`src/rtl/seg7_pkg.sv`:
```
// Shared segment encodings, FSM state type and decode helpers for the 7-segment capture path.
// Latency: none (constants and combinational functions only).
// Backpressure: none.
package seg7_pkg;

  // Segment bit positions within the 7-bit seg bus.
  localparam int unsigned SEG_A = 6;
  localparam int unsigned SEG_B = 5;
  localparam int unsigned SEG_C = 4;
  localparam int unsigned SEG_D = 3;
  localparam int unsigned SEG_E = 2;
  localparam int unsigned SEG_F = 1;
  localparam int unsigned SEG_G = 0;

  localparam logic [6:0] M_A = 7'b1 << SEG_A;
  localparam logic [6:0] M_B = 7'b1 << SEG_B;
  localparam logic [6:0] M_C = 7'b1 << SEG_C;
  localparam logic [6:0] M_D = 7'b1 << SEG_D;
  localparam logic [6:0] M_E = 7'b1 << SEG_E;
  localparam logic [6:0] M_F = 7'b1 << SEG_F;
  localparam logic [6:0] M_G = 7'b1 << SEG_G;

  // Glyphs built from lit segments so the table reads like the display.
  localparam logic [6:0] CODE_0     = M_A | M_B | M_C | M_D | M_E | M_F;
  localparam logic [6:0] CODE_1     = M_B | M_C;
  localparam logic [6:0] CODE_2     = M_A | M_B | M_D | M_E | M_G;
  localparam logic [6:0] CODE_3     = M_A | M_B | M_C | M_D | M_G;
  localparam logic [6:0] CODE_4     = M_B | M_C | M_F | M_G;
  localparam logic [6:0] CODE_5     = M_A | M_C | M_D | M_F | M_G;
  localparam logic [6:0] CODE_6     = M_A | M_C | M_D | M_E | M_F | M_G;
  localparam logic [6:0] CODE_7     = M_A | M_B | M_C;
  localparam logic [6:0] CODE_8     = M_A | M_B | M_C | M_D | M_E | M_F | M_G;
  localparam logic [6:0] CODE_9     = M_A | M_B | M_C | M_D | M_F | M_G;
  localparam logic [6:0] CODE_9_ALT = M_A | M_B | M_C | M_F | M_G;
  localparam logic [6:0] CODE_A     = M_A | M_B | M_C | M_E | M_F | M_G;
  localparam logic [6:0] CODE_B     = M_C | M_D | M_E | M_F | M_G;
  localparam logic [6:0] CODE_C     = M_A | M_D | M_E | M_F;
  localparam logic [6:0] CODE_D     = M_B | M_C | M_D | M_E | M_G;
  localparam logic [6:0] CODE_E     = M_A | M_D | M_E | M_F | M_G;
  localparam logic [6:0] CODE_F     = M_A | M_E | M_F | M_G;

  typedef enum logic [1:0] {
    IDLE   = 2'd0,
    SETTLE = 2'd1,
    HOLD   = 2'd2
  } state_t;

  // Returns {valid, value}; valid is low for any pattern outside the table.
  function automatic logic [4:0] seg7_decode(input logic [6:0] s);
    logic [4:0] r;
    r = 5'h00;
    case (s)
      CODE_0:     r = {1'b1, 4'h0};
      CODE_1:     r = {1'b1, 4'h1};
      CODE_2:     r = {1'b1, 4'h2};
      CODE_3:     r = {1'b1, 4'h3};
      CODE_4:     r = {1'b1, 4'h4};
      CODE_5:     r = {1'b1, 4'h5};
      CODE_6:     r = {1'b1, 4'h6};
      CODE_7:     r = {1'b1, 4'h7};
      CODE_8:     r = {1'b1, 4'h8};
      CODE_9:     r = {1'b1, 4'h9};
      CODE_9_ALT: r = {1'b1, 4'h9};
      CODE_A:     r = {1'b1, 4'hA};
      CODE_B:     r = {1'b1, 4'hB};
      CODE_C:     r = {1'b1, 4'hC};
      CODE_D:     r = {1'b1, 4'hD};
      CODE_E:     r = {1'b1, 4'hE};
      CODE_F:     r = {1'b1, 4'hF};
      default:    r = 5'h00;
    endcase
    return r;
  endfunction

  // True when exactly one digit-select line is pulled low.
  function automatic logic onehot_low(input logic [3:0] l);
    return (l == 4'b1110) || (l == 4'b1101) || (l == 4'b1011) || (l == 4'b0111);
  endfunction

  // Digit number for a one-hot-low select; only meaningful when onehot_low() holds.
  function automatic logic [1:0] line_index(input logic [3:0] l);
    logic [1:0] r;
    case (l)
      4'b1101: r = 2'd1;
      4'b1011: r = 2'd2;
      4'b0111: r = 2'd3;
      default: r = 2'd0;
    endcase
    return r;
  endfunction

endpackage

```
`src/rtl/seg7_scan_capture_if.sv`:
```
// Display bus as seen on the panel pins: segments, decimal point and digit selects.
// Latency: none (wiring only).
// Backpressure: none; the display driver owns the bus and the monitor only listens.
interface seg7_scan_capture_if;
  logic [6:0] seg;
  logic       dp;
  logic [3:0] line;

  modport master (output seg, output dp, output line);
  modport slave  (input  seg, input  dp, input  line);
endinterface

```
`src/rtl/seg7_code_lookup.sv`:
```
// Combinational segment-pattern to hex decode, shared with encoder tests.
// Latency: zero cycles.
// Backpressure: none.
module seg7_code_lookup
  import seg7_pkg::*;
(
  input  logic [6:0] seg,
  output logic [4:0] dec
);

  assign dec = seg7_decode(seg);

endmodule

```
`src/rtl/seg7_scan_capture.sv`:
```
// Recovers the four hex digits shown on a multiplexed 7-segment bus; SEG7_CAPTURE_DP_EN adds dp capture.
// Latency: digit register written STABLE_CYC+2 cycles after a select/pattern first appears stable.
// Backpressure: none; passive monitor, a digit not held stable for STABLE_CYC samples is never captured.
module seg7_scan_capture
  import seg7_pkg::*;
#(
  parameter int STABLE_CYC = 16,
  parameter int CNT_W      = 16
) (
  input  logic                clk,
  input  logic                rst,
  seg7_scan_capture_if.slave  disp,
  output logic [15:0]         digits,
  output logic [3:0]          dig_valid,
  output logic                frame_done,
  output logic                code_err
`ifdef SEG7_CAPTURE_DP_EN
  ,
  output logic [3:0]          dp_flags
`endif
);

`ifdef SEG7_CAPTURE_DP_EN
  localparam int SMP_W = 12;
`else
  localparam int SMP_W = 11;
`endif

  localparam logic [CNT_W-1:0] CNT_LAST = CNT_W'(STABLE_CYC - 1);
  localparam logic [CNT_W-1:0] CNT_SAT  = CNT_W'(STABLE_CYC);

  logic [6:0]       seg_s1, seg_s2;
  logic [3:0]       line_s1, line_s2;
  logic [SMP_W-1:0] smp;

  // Two-flop synchroniser on the asynchronous panel bus.
  always_ff @(posedge clk or posedge rst) begin
    if (rst) begin
      seg_s1  <= '0;
      seg_s2  <= '0;
      line_s1 <= '1;
      line_s2 <= '1;
    end else begin
      seg_s1  <= disp.seg;
      seg_s2  <= seg_s1;
      line_s1 <= disp.line;
      line_s2 <= line_s1;
    end
  end

`ifdef SEG7_CAPTURE_DP_EN
  logic dp_s1, dp_s2;

  // dp travels through its own synchroniser so it lines up with seg/line.
  always_ff @(posedge clk or posedge rst) begin
    if (rst) begin
      dp_s1 <= 1'b0;
      dp_s2 <= 1'b0;
    end else begin
      dp_s1 <= disp.dp;
      dp_s2 <= dp_s1;
    end
  end

  assign smp = {dp_s2, line_s2, seg_s2};
`else
  logic unused_dp;
  assign unused_dp = disp.dp;
  assign smp       = {line_s2, seg_s2};
`endif

  state_t           state, state_nx;
  logic [CNT_W-1:0] cnt, cnt_nx;
  logic [SMP_W-1:0] ref_q, ref_nx;
  logic             cap_try;
  logic             smp_onehot;

  assign smp_onehot = onehot_low(line_s2);

  // FSM, stability counter and reference sample registers.
  always_ff @(posedge clk or posedge rst) begin
    if (rst) begin
      state <= IDLE;
      cnt   <= '0;
      ref_q <= '0;
    end else begin
      state <= state_nx;
      cnt   <= cnt_nx;
      ref_q <= ref_nx;
    end
  end

  // Next state: wait for a single selected digit, count identical samples, capture once per select period.
  always_comb begin
    state_nx = state;
    cnt_nx   = cnt;
    ref_nx   = ref_q;
    cap_try  = 1'b0;
    case (state)
      IDLE: begin
        if (smp_onehot) begin
          ref_nx   = smp;
          cnt_nx   = CNT_W'(1);
          state_nx = SETTLE;
        end
      end
      SETTLE: begin
        if (smp == ref_q) begin
          if (cnt >= CNT_LAST) begin
            cnt_nx   = CNT_SAT;
            cap_try  = 1'b1;
            state_nx = HOLD;
          end else begin
            cnt_nx = cnt + 1'b1;
          end
        end else if (smp_onehot) begin
          ref_nx = smp;
          cnt_nx = CNT_W'(1);
        end else begin
          cnt_nx   = '0;
          state_nx = IDLE;
        end
      end
      HOLD: begin
        if (smp != ref_q) begin
          cnt_nx   = '0;
          state_nx = IDLE;
        end
      end
      default: begin
        cnt_nx   = '0;
        state_nx = IDLE;
      end
    endcase
  end

  logic [4:0] dec;
  logic       dec_vld;
  logic [3:0] dec_val;
  logic [1:0] idx;
  logic       cap_ok;
  logic [3:0] cap_bit;
  logic [3:0] frame_mask;

  seg7_code_lookup u_lookup (
    .seg (seg_s2),
    .dec (dec)
  );

  assign dec_vld = dec[4];
  assign dec_val = dec[3:0];
  assign idx     = line_index(ref_q[10:7]);
  assign cap_ok  = cap_try & dec_vld;
  assign cap_bit = cap_ok ? (4'b0001 << idx) : 4'b0000;

  // Capture registers, error pulse and frame tracking.
  always_ff @(posedge clk or posedge rst) begin
    if (rst) begin
      digits     <= '0;
      dig_valid  <= '0;
      code_err   <= 1'b0;
      frame_done <= 1'b0;
      frame_mask <= '0;
`ifdef SEG7_CAPTURE_DP_EN
      dp_flags   <= '0;
`endif
    end else begin
      code_err <= cap_try & ~dec_vld;
      if (cap_ok) begin
        digits[{idx, 2'b00} +: 4] <= dec_val;
        dig_valid[idx]            <= 1'b1;
`ifdef SEG7_CAPTURE_DP_EN
        dp_flags[idx]             <= dp_s2;
`endif
      end
      // A full mask is reported one cycle later and cleared in that same cycle.
      if (frame_mask == 4'hF) begin
        frame_mask <= cap_bit;
        frame_done <= 1'b1;
      end else begin
        frame_mask <= frame_mask | cap_bit;
        frame_done <= 1'b0;
      end
    end
  end

endmodule

```
`src/flat_wrapper.sv`:
```
// flat-port wrapper written by rule: the top's interface ports become plain ports
module seg7_scan_capture_flat import seg7_pkg::*;
#(
  parameter int STABLE_CYC = 16,
  parameter int CNT_W      = 16
)
  (clk, rst, digits, dig_valid, frame_done, code_err, disp_seg, disp_dp, disp_line);
  seg7_scan_capture_if disp_i ();
  input  logic clk;
  input  logic rst;
  output logic [15:0] digits;
  output logic [3:0] dig_valid;
  output logic frame_done;
  output logic code_err;
  input wire logic [$bits(disp_i.seg)-1:0] disp_seg;
  input wire logic [$bits(disp_i.dp)-1:0] disp_dp;
  input wire logic [$bits(disp_i.line)-1:0] disp_line;
  assign disp_i.seg = disp_seg;
  assign disp_i.dp = disp_dp;
  assign disp_i.line = disp_line;
  seg7_scan_capture #(.STABLE_CYC(STABLE_CYC), .CNT_W(CNT_W)) u_core (.clk(clk), .rst(rst), .disp(disp_i), .digits(digits), .dig_valid(dig_valid), .frame_done(frame_done), .code_err(code_err));
endmodule
```
`config.mk`:
```
export PLATFORM = sky130hd
export DESIGN_NAME = seg7_scan_capture_flat
export DESIGN_NICKNAME = d
export VERILOG_FILES = /design/src/rtl/seg7_pkg.sv /design/src/rtl/seg7_scan_capture_if.sv /design/src/rtl/seg7_code_lookup.sv /design/src/rtl/seg7_scan_capture.sv /design/src/flat_wrapper.sv
export SDC_FILE = /design/constraint.sdc
export NUM_CORES = 1
export LEC_CHECK = 0
export CORE_ASPECT_RATIO = 1.4
export CORE_MARGIN = 5
export CORE_UTILIZATION = 50
export CTS_CLUSTER_DIAMETER = 40
export CTS_CLUSTER_SIZE = 30
export DETAILED_ROUTE_END_ITERATION = 8
export PLACE_DENSITY = 0.71
export RECOVER_POWER = 25
export SETUP_SLACK_MARGIN = 0.1
export SLEW_MARGIN = 25
export SYNTH_ARGS = -nofsm -noshare
export SYNTH_HDL_FRONTEND = slang
export SYNTH_SLANG_ARGS = --single-unit
```
`constraint.sdc`:
```
create_clock -name clk -period 2.2 [get_ports clk]
set_clock_uncertainty 0.15 [all_clocks]
set_input_delay 0.22 -clock clk [delete_from_list [all_inputs] [get_ports clk]]
set_output_delay 0.22 -clock clk [all_outputs]
set_load 0.1 [all_outputs]
```
; Yosys cells after proc, flatten, opt, wreduce, memory -nomap -nowiden
; Index checks and enable logic that the tools add are counted.
[totals]
latchBits = 0
mem_bits_rw = 0
elab_cells = 95
mem_count = 0
ff_bits = 77
rom_bits = 0
[op_classes]
n_reduce_logical = 10
magnitude_cmp = 3
multipliers = 0
div_mod_pow = 0
n_bitwise = 5
n_eq_ne = 34
n_addsub = 2
n_mux = 26
shifts = 3
[ops]
columns = cell, n
row1 = 7-bit equality test (second input constant), 13
row2 = 5-bit one-hot mux with 16 select lines, 1
row3 = 16-bit two-way mux, 4
row4 = 16-bit one-hot mux with 3 select lines, 1
row5 = 4-bit equality test (second input constant), 6
row6 = 11-bit two-way mux, 2
row7 = 11-bit one-hot mux with 2 select lines, 1
row8 = 7-bit by 6-bit equality test with 1-bit output (second input constant), 3
row9 = 16-bit by 1-bit adder with 16-bit output (second input constant), 1
row10 = 16-bit bitwise mux, 1
row11 = 16-bit by 4-bit greater-or-equal comparator with 1-bit output (second input constant), 1
row12 = 4-bit by 6-bit variable shift with 16-bit output (first input constant), 1
row13 = 4-bit by 6-bit variable part select with 16-bit output, 1
row14 = 2-bit one-hot mux with 3 select lines, 2
row15 = 11-bit equality test, 1
row16 = 11-bit inequality test, 1
row17 = 2-bit two-way mux, 5
row18 = 4-bit by 3-bit equality test with 1-bit output (second input constant), 2
row19 = 4-bit two-way mux, 2
row20 = 4-bit bitwise OR, 2
row21 = 7-bit by 5-bit equality test with 1-bit output (second input constant), 1
row22 = 1-bit two-way mux, 6
row23 = 3-bit inequality test (second input constant), 2
row24 = 4-bit negation with 6-bit output, 1
row25 = other kinds (17), 22

; Longest topological paths before layout
[logic_depth]
depth_word = 8
mapped_depth = 9

; By module
; Synthesis repeated with hierarchy kept, for this count alone.
[hier_totals]
cells_unflattened = 336
area_unflattened_um2 = 3624.7
[by_module_without_submodules]
columns = module, cells_per_inst, instances, area_each_um2, seq_area_each_um2
row1 = seg7_scan_capture, 273, 1, 3190.6, 1936.9
row2 = seg7_code_lookup, 63, 1, 434.2, 0.0

; Least setup slack after synthesis
; OpenSTA, ideal clock, no wires.
[synth_timing]
path_kind = register to register
from = register u_core.line_s2[0]
to = register u_core.ref_q[0]
setup_slack_ns = -0.083
arrival_ns = 2.008
path_buffers = 1
path_stages_with_launch = 7
t_required_ns = 1.925
cell_sequence = dfstp_2 > xor2_1 > nor4_1 > nand3_2 > o21ai_0 > buf_4 > mux2_2
[synth_via]
elab_chain_len = 7
[synth_rtl]
columns = element, line
row1 = "start, declared", seg7_scan_capture.sv:33  ; logic [3:0] line_s1, line_s2;
row2 = "start signal, assigned", seg7_scan_capture.sv:47  ; line_s2 <= line_s1;
row3 = 4-bit equality test, seg7_pkg.sv:77  ; return (l == 4'b1110) || (l == 4'b1101) || (l == 4'b1011) || (l == 4'b0111);
row4 = 1-bit logical OR (3 in a row), seg7_pkg.sv:77
row5 = 11-bit two-way mux (2 in a row), n/a
row6 = 11-bit one-hot mux with 2 select lines, n/a
row7 = "end signal, assigned", seg7_scan_capture.sv:89  ; ref_q <= ref_nx;
row8 = "end, declared", seg7_scan_capture.sv:74  ; logic [SMP_W-1:0] ref_q, ref_nx;
; Several ways; a longest one is shown, not always the timed one. The select of a mux whose other input is x is not followed.
; A chain may end at the register's enable or synchronous reset.

; Worst setup path in the final report
[layout_timing]
from = register u_core.ref_q[3]
to = register u_core.cnt[3]
[layout_via]
elab_chain_len = 3
[layout_rtl]
columns = element, line
row1 = 11-bit equality test / 11-bit inequality test (equally long branches), "seg7_scan_capture.sv:108, seg7_scan_capture.sv:125"
row2 = 16-bit two-way mux / 2-bit by 1-bit inequality test with 1-bit output (equally long branches), n/a
row3 = 16-bit one-hot mux with 3 select lines / 2-bit AND reduction (equally long branches), n/a
row4 = "end signal, assigned", seg7_scan_capture.sv:88  ; cnt <= cnt_nx;
row5 = "end, declared", seg7_scan_capture.sv:73  ; logic [CNT_W-1:0] cnt, cnt_nx;
; Several ways; a longest one is shown, not always the timed one.

==> flow_summary.toml <==
[sta]
setup_tns_ns = -0.0326
post-route-min-period_ns = 2.22
setup_ws_ns = -0.0181
fin_crit_sh = 1.01
slew_viol_final = 0
hold_viol = 0
relSlewSlack = 0.268
rsz0062_at_grt = "true"
timing.fmax_mhz = 451
setup_viol = 2
max_slew.worst_pin.slew_ns = 1.09

[run]
drv_cap = 0

[global_route]
grt.overflow.total = 0
grt_antenna_before_repair = 0
grt_max_degree = 31
grt_usage = 0.172
grt_pass1_wl_um = 11500
grt_pass1_vias = 2533

[detailed_routing]
wirelength_um = 7150
dr.pass1.iters = 4
drt_iter0_markers = 114
viasPerCell = 5.57
postRouteAntennaNets = 0
drc = 0
wl_per_cell_um = 16.1
num_vias = 2474

[clock_network]
cts_root_buf = "clkbuf_8"
cts-htree-levels = 3
cts.sinks = 77
cts_made_buffers = 9
cts_tree = "done"
clk_pin_slew_ns = 0.08
clkLatencyLatePin_ns = 0.34
cts_buffer_depth = 2
cts_hold_buf = 0

[finish]
fill_cells = 473
final_net_count = 384
design_area_mm2 = 0.00455
final_layout_size_suffix_gt1_frac = 0.414
multi_input_comb_area_mm2 = 0.00162
area_growth_pct = 35.2
n_antenna_cell = 0
regArea_mm2 = 0.00194

[power]
p_seq_frac = 0.510
vdd_drop_max_v = 0.000553
power_switching_w = 0.000808
power_density_mw_per_mm2 = 669
p_comb_frac = 0.153
switching_share = 0.265
power.clock.fraction = 0.337
intPower_w = 0.00224
leakage_nw = 2.07

[floorplan]
core_mm2 = 0.00657
die_h_um = 107
row_count = 35
ios = 36
start_util = 0.512
die-area_mm2 = 0.00850
die_w_um = 79.3

[synth]
synthMuxAreaShare = 0.0398
synth_top_family_by_area = "simple AND/OR/NAND/NOR gates"
syn_inst = 285
async_reset_ff_frac = 1.00
synth-simple-area-share = 0.172
yosysTopAreaCell = "dfrtp_1"
synth.area.top_cells = "dfrtp_1 (51%), dfstp_2 (6.2%), o2bb2ai_1 (4.4%)"
syn_area_mm2 = 0.00337
synth.distinct_cells = 54
syn_area_per_cell_um2 = 11.8
synth_nets = 304
synth_warnings = 0
ys_seq_area_frac = 0.575
synth_top_area_frac = 0.513
synth_edf_count = 0
synthAdderAreaFrac = 0.0216
yosys-top-cells-count = "dfrtp_1 (69), nand2_1 (27), o2bb2ai_1 (17), nand3_1 (16), xor2_1 (13)"
yosysMostFrequentCell = "dfrtp_1"
synth_seq_cells = 77
synth_xor_area_frac = 0.0416
synth-compound-area-share = 0.116
ys.flop_type = "dfrtp_1"

[critical_path]
worst_ep_arrival_time_ns = 2.34
critPathKind = "register to register"
critPathBufInv = 1
r2r-start = "u_core.ref_q[3]"
reg2reg_slack_ns = -0.02
r2r_end = "u_core.cnt[3]"
endpoint_kind = "register"
max_stage_delay_ns = 0.51
path_delay_family = "simple AND/OR/NAND/NOR gates"
worstPathCellList = "xor2_1 -> nor4_2 -> nand3_2 -> buf_4 -> or4_4 -> nor2_1 -> a211o_1"
crit_fanout = 5
required_ns = 2.33
worstSetupStartpointType = "register"
rr_worst_depth = 7
crit_slowest_cell = "or4_4"

[place]
io_buffer_count = 34
routabilityCongestion = 0.854
place_area_mm2 = 0.00398
hpwlAfterDp_um = 4670

[hold_path]
min_path_cells = 0
hp-start = "u_core.seg_s1[3]"
hp-class = "register to register"
whs_endpoint = "u_core.seg_s2[3]"

[status]
violations = "setup timing"
status = "finished with violations"
power groups by stage:
stage | Combinational [W] | Sequential, W | Clock, W
6_report | 0.000467 | 0.00155 | 0.00103
3_5_place_dp | 0.000396 | 0.00158 | 0
3_3_place_gp | 0.000387 | 0.00158 | 0
4_1_cts | 0.000438 | 0.00155 | 0.00105
5_1_grt | 0.000512 | 0.00156 | 0.00111
2_1_floorplan | 0.000275 | 0.00157 | 0
metal layers:
metal  vias to the layer above  wire length, µm  track usage
met5                         -                0            0
met2                        65             3940        0.299
li1                       1186                -            -
met1                      1213             2780        0.201
met4                         0              126       0.0749
met3                        10              307       0.0387
placed cells by master, fill, tap and decap left out, types with 6 or more instances in the layout:
master	n
dfstp_2	8
nand3_1	10
nand2_1	20
nor3_1	8
inv_1	8
xor2_1	13
dfrtp_1	66
clkbuf_8	9
o21a_1	9
o2bb2ai_2	15
dlygate4sd3_1	12
mux2_2	11
buf_4	60
nand2b_1	6
state kept, by name (all words and copies together), names as in the netlist, 4 cells and up:
name	flops
u_core.line_s2	4
u_core.seg_s1	7
u_core.cnt	16
u_core.ref_q	11
u_core.line_s1	4
u_core.dig_valid	4
u_core.digits	16
u_core.seg_s2	7
u_core.frame_mask	4
worst register-to-register path: stages, from the launching register on:
cell and delay (ns):
dfrtp_1 0.40, xor2_1 0.17, nor4_2 0.37, nand3_2 0.18, buf_4 0.18, or4_4 0.51
nor2_1 0.10, a211o_1 0.10
per-stage QoR:
| stage | setup WS, ns | total power (W) | hold slack (ns) | instances | util |
|---|---|---|---|---|---|
| after floorplan | 0.00475 | 0.00184 | 0.0745 | 285 | - |
| after global placement | -0.114 | 0.00196 | 0.182 | 418 | 0.605 |
| after detailed placement | -0.121 | 0.00198 | 0.186 | 418 | 0.605 |
| after CTS | -0.00231 | 0.00304 | 0.117 | 438 | 0.658 |
| after global routing | -0.121 | 0.00319 | 0.206 | 444 | 0.693 |
| final | -0.0181 | 0.00305 | 0.199 | 444 | 0.693 |
how the worst max path moves through the flow:
stage | cells after the start | endpoint | start
after floorplan | 8 | u_core.cnt[6] | u_core.line_s2[2]
after global placement | 7 | u_core.digits[4] | u_core.seg_s2[5]
after detailed placement | 6 | u_core.cnt[3] | u_core.seg_s2[5]
after CTS | 6 | u_core.cnt[11] | u_core.ref_q[3]
after global routing | 7 | u_core.cnt[3] | u_core.seg_s2[6]
final | 7 | u_core.cnt[3] | u_core.ref_q[3]
kinds of logic after synthesis:
kind of cell             Yosys count
adder cells (fa/ha/maj)            6
multiplexers                      12
AO/OA/AOI/OAI                     51
XOR/XNOR                          16
flip-flops                        77
AND/OR/NAND/NOR                  102
buffers and inverters             21
repair_timing:
action / in CTS / in global routing
resized for setup: 28 / 38
pin swaps: 6 / 8
cloned: 1 / 2
setup endpoints to repair: 51 / 51
buffers inserted: 3 / 4
layout make-up:
class                   instances  share of cell area
clock inverters                 5              0.0135
well taps                      74              0.0204
inverters                       9             0.00770
clock buffers                  11              0.0289
repair buffers                 79               0.147
flip-flops and latches         77               0.427
multi-input cells             189               0.356
(Power assumes the default switching activity.)
